`src/rtl/bpb_update_ctrl.sv`:
```
// -----------------------------------------------------------------------------
// bpb_update_ctrl
//
// Decouples branch resolution in EX from the branch-prediction-buffer (BPB)
// write port. Resolved branches are pushed into a small FIFO and drained to the
// BPB whenever the write port is free and the pipeline is not stalled. In
// parallel, each accepted resolve is compared against the prediction made for
// it. A wrong direction, or a wrong target for a correctly predicted taken
// branch, raises a one-cycle fetch redirect and bumps a saturating counter.
//
// Ports
//   clk_i              clock, all state updates on the rising edge
//   rst_i              asynchronous reset, active low
//   stall_i            pipeline stall, blocks draining
//   flush_i            pipeline flush, blocks accepting (queued entries kept)
//   resolve_valid_i    EX presents a resolved branch
//   resolve_pc_i       branch PC
//   resolve_target_i   resolved target
//   resolve_taken_i    resolved direction
//   pred_taken_i       predicted direction
//   pred_addr_i        predicted target
//   resolve_ready_o    queue can accept a resolve this cycle
//   upd_valid_o        BPB write request valid (head of queue)
//   upd_pc_o           head entry PC
//   upd_taken_o        head entry direction
//   upd_target_o       head entry target
//   upd_ready_i        BPB write port free this cycle
//   mispredict_o       one-cycle redirect pulse
//   redirect_addr_o    fetch redirect address
//   full_o / empty_o   queue occupancy flags
//   mispredict_cnt_o   saturating mispredict count
// -----------------------------------------------------------------------------
module bpb_update_ctrl #(
  parameter int DEPTH = 4,
  parameter int PTR_W = 2
) (
  input  logic        clk_i,
  input  logic        rst_i,
  input  logic        stall_i,
  input  logic        flush_i,
  input  logic        resolve_valid_i,
  input  logic [31:0] resolve_pc_i,
  input  logic [31:0] resolve_target_i,
  input  logic        resolve_taken_i,
  input  logic        pred_taken_i,
  input  logic [31:0] pred_addr_i,
  output logic        resolve_ready_o,
  output logic        upd_valid_o,
  output logic [31:0] upd_pc_o,
  output logic        upd_taken_o,
  output logic [31:0] upd_target_o,
  input  logic        upd_ready_i,
  output logic        mispredict_o,
  output logic [31:0] redirect_addr_o,
  output logic        full_o,
  output logic        empty_o,
  output logic [15:0] mispredict_cnt_o
);

  typedef struct packed {
    logic [31:0] pc;
    logic        taken;
    logic [31:0] target;
  } entry_t;

  entry_t             r_mem [DEPTH];
  logic [PTR_W-1:0]   r_head;
  logic [PTR_W-1:0]   r_tail;
  logic [PTR_W:0]     r_count;
  logic               r_mispredict;
  logic [31:0]        r_redirect_addr;
  logic [15:0]        r_mispredict_cnt;

  logic               w_push;
  logic               w_pop;
  logic               w_mispredict;
  entry_t             w_head;

  // Flags come from the registered count only, so ready never depends on a
  // same-cycle pop.
  assign empty_o         = (r_count == '0);
  assign full_o          = (r_count == (PTR_W+1)'(DEPTH));
  assign resolve_ready_o = !full_o && !flush_i;
  assign upd_valid_o     = !empty_o && !stall_i;

  assign w_push = resolve_valid_i && resolve_ready_o;
  assign w_pop  = upd_valid_o && upd_ready_i;

  // Target only matters when both resolution and prediction say taken.
  assign w_mispredict = (resolve_taken_i != pred_taken_i) ||
                        (resolve_taken_i && pred_taken_i &&
                         (resolve_target_i != pred_addr_i));

  assign w_head       = r_mem[r_head];
  assign upd_pc_o     = w_head.pc;
  assign upd_taken_o  = w_head.taken;
  assign upd_target_o = w_head.target;

  assign mispredict_o     = r_mispredict;
  assign redirect_addr_o  = r_redirect_addr;
  assign mispredict_cnt_o = r_mispredict_cnt;

  // NOTE: entry storage has no reset; validity is tracked solely by the
  // pointers and count, so clearing it would only add reset fan-out.
  always_ff @(posedge clk_i) begin
    if (w_push) begin
      r_mem[r_tail] <= '{pc: resolve_pc_i, taken: resolve_taken_i,
                         target: resolve_target_i};
    end
  end

  // NOTE: sequential state uses non-blocking assignments so every register
  // samples pre-edge values regardless of statement order.
  always_ff @(posedge clk_i or negedge rst_i) begin
    if (!rst_i) begin
      r_head  <= '0;
      r_tail  <= '0;
      r_count <= '0;
    end else begin
      if (w_push) r_tail <= r_tail + PTR_W'(1);
      if (w_pop)  r_head <= r_head + PTR_W'(1);
      case ({w_push, w_pop})
        2'b10:   r_count <= r_count + (PTR_W+1)'(1);
        2'b01:   r_count <= r_count - (PTR_W+1)'(1);
        default: r_count <= r_count;
      endcase
    end
  end

  // Redirect path is independent of stall: it reacts to acceptance only.
  always_ff @(posedge clk_i or negedge rst_i) begin
    if (!rst_i) begin
      r_mispredict     <= 1'b0;
      r_redirect_addr  <= 32'h0;
      r_mispredict_cnt <= 16'h0;
    end else begin
      r_mispredict <= w_push && w_mispredict;
      if (w_push && w_mispredict) begin
        r_redirect_addr <= resolve_taken_i ? resolve_target_i
                                           : (resolve_pc_i + 32'd4);
        if (r_mispredict_cnt != 16'hFFFF) begin
          r_mispredict_cnt <= r_mispredict_cnt + 16'd1;
        end
      end
    end
  end

endmodule

```
`config.mk`:
```
export PLATFORM = sky130hd
export DESIGN_NAME = bpb_update_ctrl
export DESIGN_NICKNAME = d
export VERILOG_FILES = /design/src/rtl/bpb_update_ctrl.sv
export SDC_FILE = /design/constraint.sdc
export NUM_CORES = 1
export LEC_CHECK = 0
export ABC_AREA = 1
export BUFFER_PORTS_ARGS = -buffer_cell sky130_fd_sc_hd__buf_2
export CAP_MARGIN = 20
export CORE_MARGIN = 5
export CORE_UTILIZATION = 60
export DETAILED_ROUTE_END_ITERATION = 10
export GPL_ROUTABILITY_DRIVEN = 0
export PLACE_DENSITY = 0.86
export RECOVER_POWER = 25
export REMOVE_ABC_BUFFERS = 1
export SYNTH_ARGS = -nofsm -noshare
export SYNTH_HDL_FRONTEND = slang
export SYNTH_SLANG_ARGS = --single-unit
```
`constraint.sdc`:
```
create_clock -name clk_i -period 9.8 [get_ports clk_i]
set_input_delay 0.98 -clock clk_i [delete_from_list [all_inputs] [get_ports clk_i]]
set_output_delay 0.98 -clock clk_i [all_outputs]
set_load 0.01 [all_outputs]
```
==> results.py, run 1 <==
metrics = {
    "status": {
        "outcome": "finished clean",
    },
    "detailed_routing": {
        "antenna_left": 0,
        "routed_wl_mm": 34.7,
        "drc_errors": 0,
        "viasPerCell": 5.83,
        "drt-pass1-iter-count": 6,
        "routedWlPerCell_um": 19.6,
        "dr_total_vias": 10331,
        "drt_iter0_markers": 1047,
    },
    "cells_and_area": {
        "drive_above_1_share_pct": 17.2,
        "n_antenna_cell": 0,
        "finish.net_count": 1576,
        "post-route-cell-area_um2": 16200,
        "fin_util_pct": 71.2,
        "area_delta_synth_final_pct": 16.7,
    },
    "cts": {
        "htreeDepth": 1,
        "cts.sinks": 316,
        "cts_hold_buffers": 0,
        "cts_buffers": 31,
        "worst_skew_pair.late_latency_ns": 0.55,
        "clockBufferDepth": 3,
        "cts_setup_buffers": 0,
        "cts_tree": "done",
        "clk_pin_slew_ns": 0.06,
        "ctsResizeCount": 0,
        "cts-root-buf": "clkbuf_16",
    },
    "power_and_ir_drop": {
        "powerDensity_nw_per_um2": 270,
        "combPwrFrac_pct": 31.2,
        "leakage_nw": 6.31,
        "switchingPower_mw": 1.51,
        "ir_drop_mv": 0.192,
        "seqPwrFrac_pct": 40.7,
        "clkPwrFrac_pct": 28.0,
        "swShare_pct": 34.7,
        "intPower_mw": 2.85,
    },
    "worst_setup_path": {
        "critPathArrivalTime_ns": 3.19,
        "cp-end-kind": "output port",
        "cp_max_fo": 94,
        "cp.required_ns": 8.82,
        "critPathKind": "flop to output port",
        "reg2reg_from": "r_count[1]",
        "r2r_slack_ns": 7.21,
        "critPathLaunch": "r_head[0]",
        "cp-start-kind": "flop",
    },
    "synthesis": {
        "netlist_area_um2": 13800,
        "synth-edff-count": 260,
        "synth_cells": 1258,
        "ys_types": 36,
        "yosysWarnings": 0,
        "synthTopCellsByCount": "260 x edfxtp_1, 224 x nand2_1, 183 x nor2_1, 161 x o21ai_0, 69 x inv_1",
        "synth.most_common_cell": "edfxtp_1",
        "yosys-top-cells-area": "edfxtp_1 56%, dfrtp_1 10%, nand2_1 6.1%",
        "seq_area_frac_synth_pct": 66.5,
        "synth-seq-cells": 316,
        "avgSynthCellArea_um2": 11.0,
        "netlist.area_leader.share_pct": 56.4,
        "async_flop_share_pct": 17.7,
        "yosys.area.top_type": "edfxtp_1",
        "synth_ff_type": "edfxtp_1",
    },
    "timing": {
        "postLayoutSetupSlackWorst_ns": 5.63,
        "finalCriticalPeriod_ns": 4.17,
        "hold_violations": 0,
        "tightest_slew_ns": 1.05,
        "fin_skew_ns": 0.0144,
        "rsz0062_at_grt": "no",
        "max_slew_margin_pct": 30.0,
        "setup_viol": 0,
        "period_share_pct": 42.5,
        "max_freq_mhz": 240,
        "slew_viol_final": 0,
        "fin_tns_setup_ns": 0,
    },
    "worst_hold_path": {
        "hold_path_startpoint": "redirect_addr_o[17]",
        "hold_class": "flop to flop",
    },
    "floorplan": {
        "core_um2": 22700,
        "die-area_um2": 26200,
        "die_h_um": 162,
        "rows": 55,
        "ioPinCount": 222,
        "start_util_pct": 61.0,
        "chipWidth_um": 162,
    },
    "place": {
        "pre_cts_ws_ns": 5.62,
        "place_hpwl_mm": 22.0,
        "place_area_um2": 15200,
        "port_buffers": 221,
    },
    "grt": {
        "grt_pass1_wl_mm": 53.5,
        "grt-ovfl-total": 0,
        "grt_max_degree": 95,
        "first_global_vias": 9982,
        "gr-usage-all-layers_pct": 25.8,
        "antenna_found_initial": 2,
    },
    "flow_run": {
        "cap_violations": 0,
    },
}
power groups by stage:
stage | clock [mW] | sequential (mW) | combinational (mW)
2_1_floorplan | 0 | 1.85 | 0.690
3_3_place_gp | 0 | 1.79 | 1.33
3_5_place_dp | 0 | 1.80 | 1.37
4_1_cts | 1.24 | 1.78 | 1.38
5_1_grt | 1.30 | 1.80 | 1.49
6_report | 1.22 | 1.78 | 1.36
through the flow:
stage	cells	power, mW	hold WS, ns
3_3_place_gp	1715	3.12	0.460
3_5_place_dp	1715	3.17	0.467
6_report	1772	4.36	0.479
2_1_floorplan	1199	2.54	0.505
5_1_grt	1772	4.59	0.515
4_1_cts	1772	4.39	0.482
cells by family (layout without fill, tap and decap cells):
logic type | count (synthesis) | count (layout) | synth area share (%)
buf+inv | 129 | 358 | 3.83
flops | 316 | 316 | 66.5
fa+ha+maj | 9 | 9 | 0.867
xor+xnor | 50 | 50 | 3.16
compound gates | 248 | 248 | 9.62
mux | 15 | 15 | 1.08
simple gates | 491 | 491 | 14.9
registers in the layout, indices dropped and copies added (netlist names):
signal            count
mispredict_cnt_o     16
r_head                2
redirect_addr_o      32
r_mem               260
r_tail                2
r_count               3
mispredict_o          1
routing by layer:
| layer | GRT usage [%] | vias up | routed length, µm |
|---|---|---|---|
| met1 | 34.6 | 4963 | 13400 |
| met2 | 44.2 | 492 | 17200 |
| li1 | - | 4818 | - |
| met4 | 6.00 | 4 | 614 |
| met3 | 4.92 | 54 | 3460 |
| met5 | 0 | - | 27 |
layout make-up:
class                           count  area (µm²)
Sequential cell                   316        9210
Fill cell                        1566        6550
Tap cell                          285         357
Multi-Input combinational cell    813        4140
Clock inverter                     15         219
Clock buffer                       42         847
Inverter                           70         265
Timing Repair Buffer              231        1120
critical path: stages (launching register included):
cell     delay (ns)
dfrtp_4        0.71
inv_4          0.42
buf_4          0.76
o21ai_0        0.20
o22ai_1        0.23
buf_2          0.18
final timing paths:
path | to | cells after the start
max in group asynchronous | r_head[0] | 2
setup / recovery | upd_target_o[8] | 5
min in group asynchronous | mispredict_cnt_o[14] | 2
setup reg to reg | redirect_addr_o[17] | 8
hold / removal | redirect_addr_o[17] | 2
hold reg to reg | redirect_addr_o[17] | 2
cell usage in the layout (no fill, tap or decap), drive strengths merged:
| cell | count |
|---|---|
| xor2 | 23 |
| inv | 70 |
| nand4 | 21 |
| nor3b | 1 |
| nand3b | 5 |
| mux2i | 15 |
| o21ai | 171 |
| xnor2 | 27 |
| a21oi | 8 |
| nand3 | 24 |
| clkinv | 10 |
| dfrtp | 56 |
| and3 | 1 |
| bufinv | 5 |
| or2 | 2 |
| nor2 | 186 |
| fa | 1 |
| o22ai | 65 |
| a22oi | 4 |
| nor3 | 23 |
| buf | 182 |
| nor4 | 1 |
| nand2 | 227 |
| ha | 8 |
| edfxtp | 260 |
| clkbuf | 91 |
Note: power is estimated with default switching activity, not from simulation.
==> run 2: changes to the inputs <==
--- a/config.mk
+++ b/config.mk
@@ -9,10 +9,10 @@
 export BUFFER_PORTS_ARGS = -buffer_cell sky130_fd_sc_hd__buf_2
 export CAP_MARGIN = 20
 export CORE_MARGIN = 5
-export CORE_UTILIZATION = 60
+export CORE_UTILIZATION = 51
 export DETAILED_ROUTE_END_ITERATION = 10
 export GPL_ROUTABILITY_DRIVEN = 0
-export PLACE_DENSITY = 0.86
+export PLACE_DENSITY = 0.78
 export RECOVER_POWER = 25
 export REMOVE_ABC_BUFFERS = 1
 export SYNTH_ARGS = -nofsm -noshare
==> constraint.sdc (replaced) <==
create_clock -name clk_i -period 3.8 [get_ports clk_i]
set_input_delay 0.38 -clock clk_i [delete_from_list [all_inputs] [get_ports clk_i]]
set_output_delay 0.38 -clock clk_i [all_outputs]
set_load 0.01 [all_outputs]
==> run 2 against run 1 <==
Sequential power rose to 2.6 times the previous value; critical endpoint is now upd_target_o[24]; die area up 17%; global-route usage down 2.4 points; setup slack worse by 4.8 ns; worst hold slack worse by 0.35 ns; power rose to 2.6 times the previous value; largest power group unchanged; count of clock-buffer cells in the layout down 1; via count down 0.16%; register-to-register slack worse by 5.7 ns; flip-flop and latch count unchanged.
==> results.py, run 2 (synthesized netlist as in run 1, its figures left out) <==
metrics = {
    "cells_and_area": {
        "final_common_cell": "edfxtp_1",
        "area_delta_synth_final_pct": 17.5,
        "final_cell_mix": "260 x edfxtp_1, 224 x nand2_1, 179 x nor2_1, 172 x buf_2, 161 x o21ai_0",
        "fillers": 2156,
        "layout.cells.non_filler": 1835,
        "regMostFlops": "r_mem",
        "post-route-cell-area_um2": 16300,
        "drive_above_1_share_pct": 17.3,
        "fin_util_pct": 60.6,
        "multi_input_area_um2": 4140,
        "finish.net_count": 1583,
        "largest_reg_flops": 260,
        "area.sequential_um2": 9210,
        "n_antenna_cell": 0,
    },
    "cts": {
        "cts_buffers": 31,
        "cts.sinks": 316,
        "clockBufferDepth": 3,
        "cts-root-buf": "clkbuf_16",
        "htreeDepth": 1,
        "worst_skew_pair.late_latency_ns": 0.54,
        "cts_setup_buffers": 0,
        "ctsResizeCount": 0,
        "clk_pin_slew_ns": 0.06,
        "cts_tree": "done",
    },
    "worst_setup_path": {
        "critPathArrivalTime_ns": 2.55,
        "crit_chain": "inv_4 -> buf_4 -> o21ai_0 -> o22ai_1 -> buf_2",
        "cp-start-kind": "flop",
        "slowest_delay_ns": 0.63,
        "cpMaxStageDelayCell": "dfrtp_4",
        "cp.required_ns": 3.42,
        "critPathKind": "flop to output port",
        "cp-end-kind": "output port",
        "cp_max_fo": 38,
    },
    "timing": {
        "tightest_slew_ns": 1.03,
        "rsz0062_at_grt": "no",
        "postLayoutSetupSlackWorst_ns": 0.869,
        "setup_viol": 0,
        "fin_tns_setup_ns": 0,
        "finalCriticalPeriod_ns": 2.93,
        "period_share_pct": 77.1,
        "hold_violations": 0,
        "fin_skew_ns": 0.0106,
        "max_slew_margin_pct": 31.4,
        "max_freq_mhz": 341,
        "slew_viol_final": 0,
    },
    "power_and_ir_drop": {
        "ir_drop_mv": 0.353,
        "switchingPower_mw": 3.99,
        "swShare_pct": 35.4,
        "leakage_nw": 6.31,
        "clkPwrFrac_pct": 27.2,
        "combPwrFrac_pct": 32.5,
        "powerDensity_nw_per_um2": 693,
        "intPower_mw": 7.29,
        "seqPwrFrac_pct": 40.3,
    },
    "place": {
        "place_area_um2": 15300,
        "placed_cells": 1777,
        "pre_cts_ws_ns": 1.11,
        "port_buffers": 221,
        "place_hpwl_mm": 23.9,
    },
    "grt": {
        "grt_max_degree": 67,
        "grt_use_met2_pct": 39.2,
        "gr-usage-met1_pct": 31.6,
        "gr-max-usage-layer": "met2",
        "first_global_vias": 10261,
        "gr-usage-all-layers_pct": 23.4,
        "grt_pass1_wl_mm": 56.6,
        "use_met3_pct": 5.78,
        "grt-ovfl-total": 0,
        "antenna_found_initial": 4,
    },
    "floorplan": {
        "ioPinCount": 222,
        "die-area_um2": 30500,
        "start_util_pct": 51.5,
        "chipWidth_um": 175,
        "core_um2": 26900,
        "rows": 60,
        "die_h_um": 175,
    },
    "detailed_routing": {
        "drt_iter0_markers": 1032,
        "drt-pass1-iter-count": 5,
        "dr_total_vias": 10314,
        "drc_errors": 0,
        "routed_wl_mm": 36.6,
        "antenna_left": 0,
        "routedWlPerCell_um": 20.0,
        "viasPerCell": 5.62,
    },
    "status": {
        "outcome": "finished clean",
    },
    "flow_run": {
        "cap_violations": 0,
    },
    "worst_hold_path": {
        "hold_class": "primary input to flop",
    },
}
-- run 2: changes by cell type in the layout (fill, tap and decap cells not counted) --
cell and delta:
clkinvlp_4 +5, clkinv_2 -4, buf_12 +3, buf_4 +3, clkinv_1 +3, clkbuf_8 -2
clkinv_4 -2, bufinv_16 -1, clkbuf_1 +1, clkinv_8 -1, dlygate4sd3_1 +1, inv_8 +1
-- run 2: repair_timing --
| item | 4_1_cts | 5_1_grt |
|---|---|---|
| hold buffers | 1 | 0 |
| endpoints found under the setup margin | 0 | 0 |
| endpoints found under the hold margin | 31 | 0 |
-- run 2: through the flow --
stage,hold WS (ns),total power [mW]
6_report,0.129,11.3
2_1_floorplan,0.0844,6.56
3_3_place_gp,0.459,8.15
5_1_grt,0.133,11.9
3_5_place_dp,0.462,8.29
4_1_cts,0.0531,11.4
-- run 2: power groups by stage --
stage / sequential (mW) / combinational (mW) / clock [mW]
global placement: 4.59 / 3.56 / 0
floorplan: 4.78 / 1.78 / 0
CTS: 4.55 / 3.70 / 3.11
detailed placement: 4.61 / 3.68 / 0
global route: 4.60 / 4.01 / 3.28
finish: 4.55 / 3.67 / 3.07
-- run 2: area by class of cell --
cell class              instances  area share, %
inverters                      70           1.63
repair buffers                238           7.45
well taps                     341           2.62
clock buffers                  41           5.06
flip-flops and latches        316           56.6
multi-input cells             813           25.4
clock inverters                16           1.20
-- run 2: worst paths after layout --
path / from / end / slack, ns / cells past startpoint
max reg2reg: r_count[2] / r_mem[0][48] / 1.52 / 6
min in group asynchronous: rst_i / mispredict_cnt_o[12] / 0.51 / 2
min: resolve_pc_i[0] / r_mem[1][33] / 0.13 / 1
max in group asynchronous: rst_i / redirect_addr_o[12] / 2.38 / 3
max: r_head[0] / upd_target_o[24] / 0.87 / 5
min reg2reg: redirect_addr_o[13] / redirect_addr_o[13] / 0.48 / 2
-- run 2: worst max-delay path: cells and delay by family (launching register included) --
| family | cells | cell delay (ns) |
|---|---|---|
| compound gates | 2 | 0.35 |
| buf+inv | 3 | 0.99 |
| flops | 1 | 0.63 |
-- run 2: layer usage --
layer / vias up / routed length [µm]
li1: 4821 / -
met4: 8 / 646
met2: 449 / 17400
met5: - / 48
met3: 52 / 3520
met1: 4984 / 15000
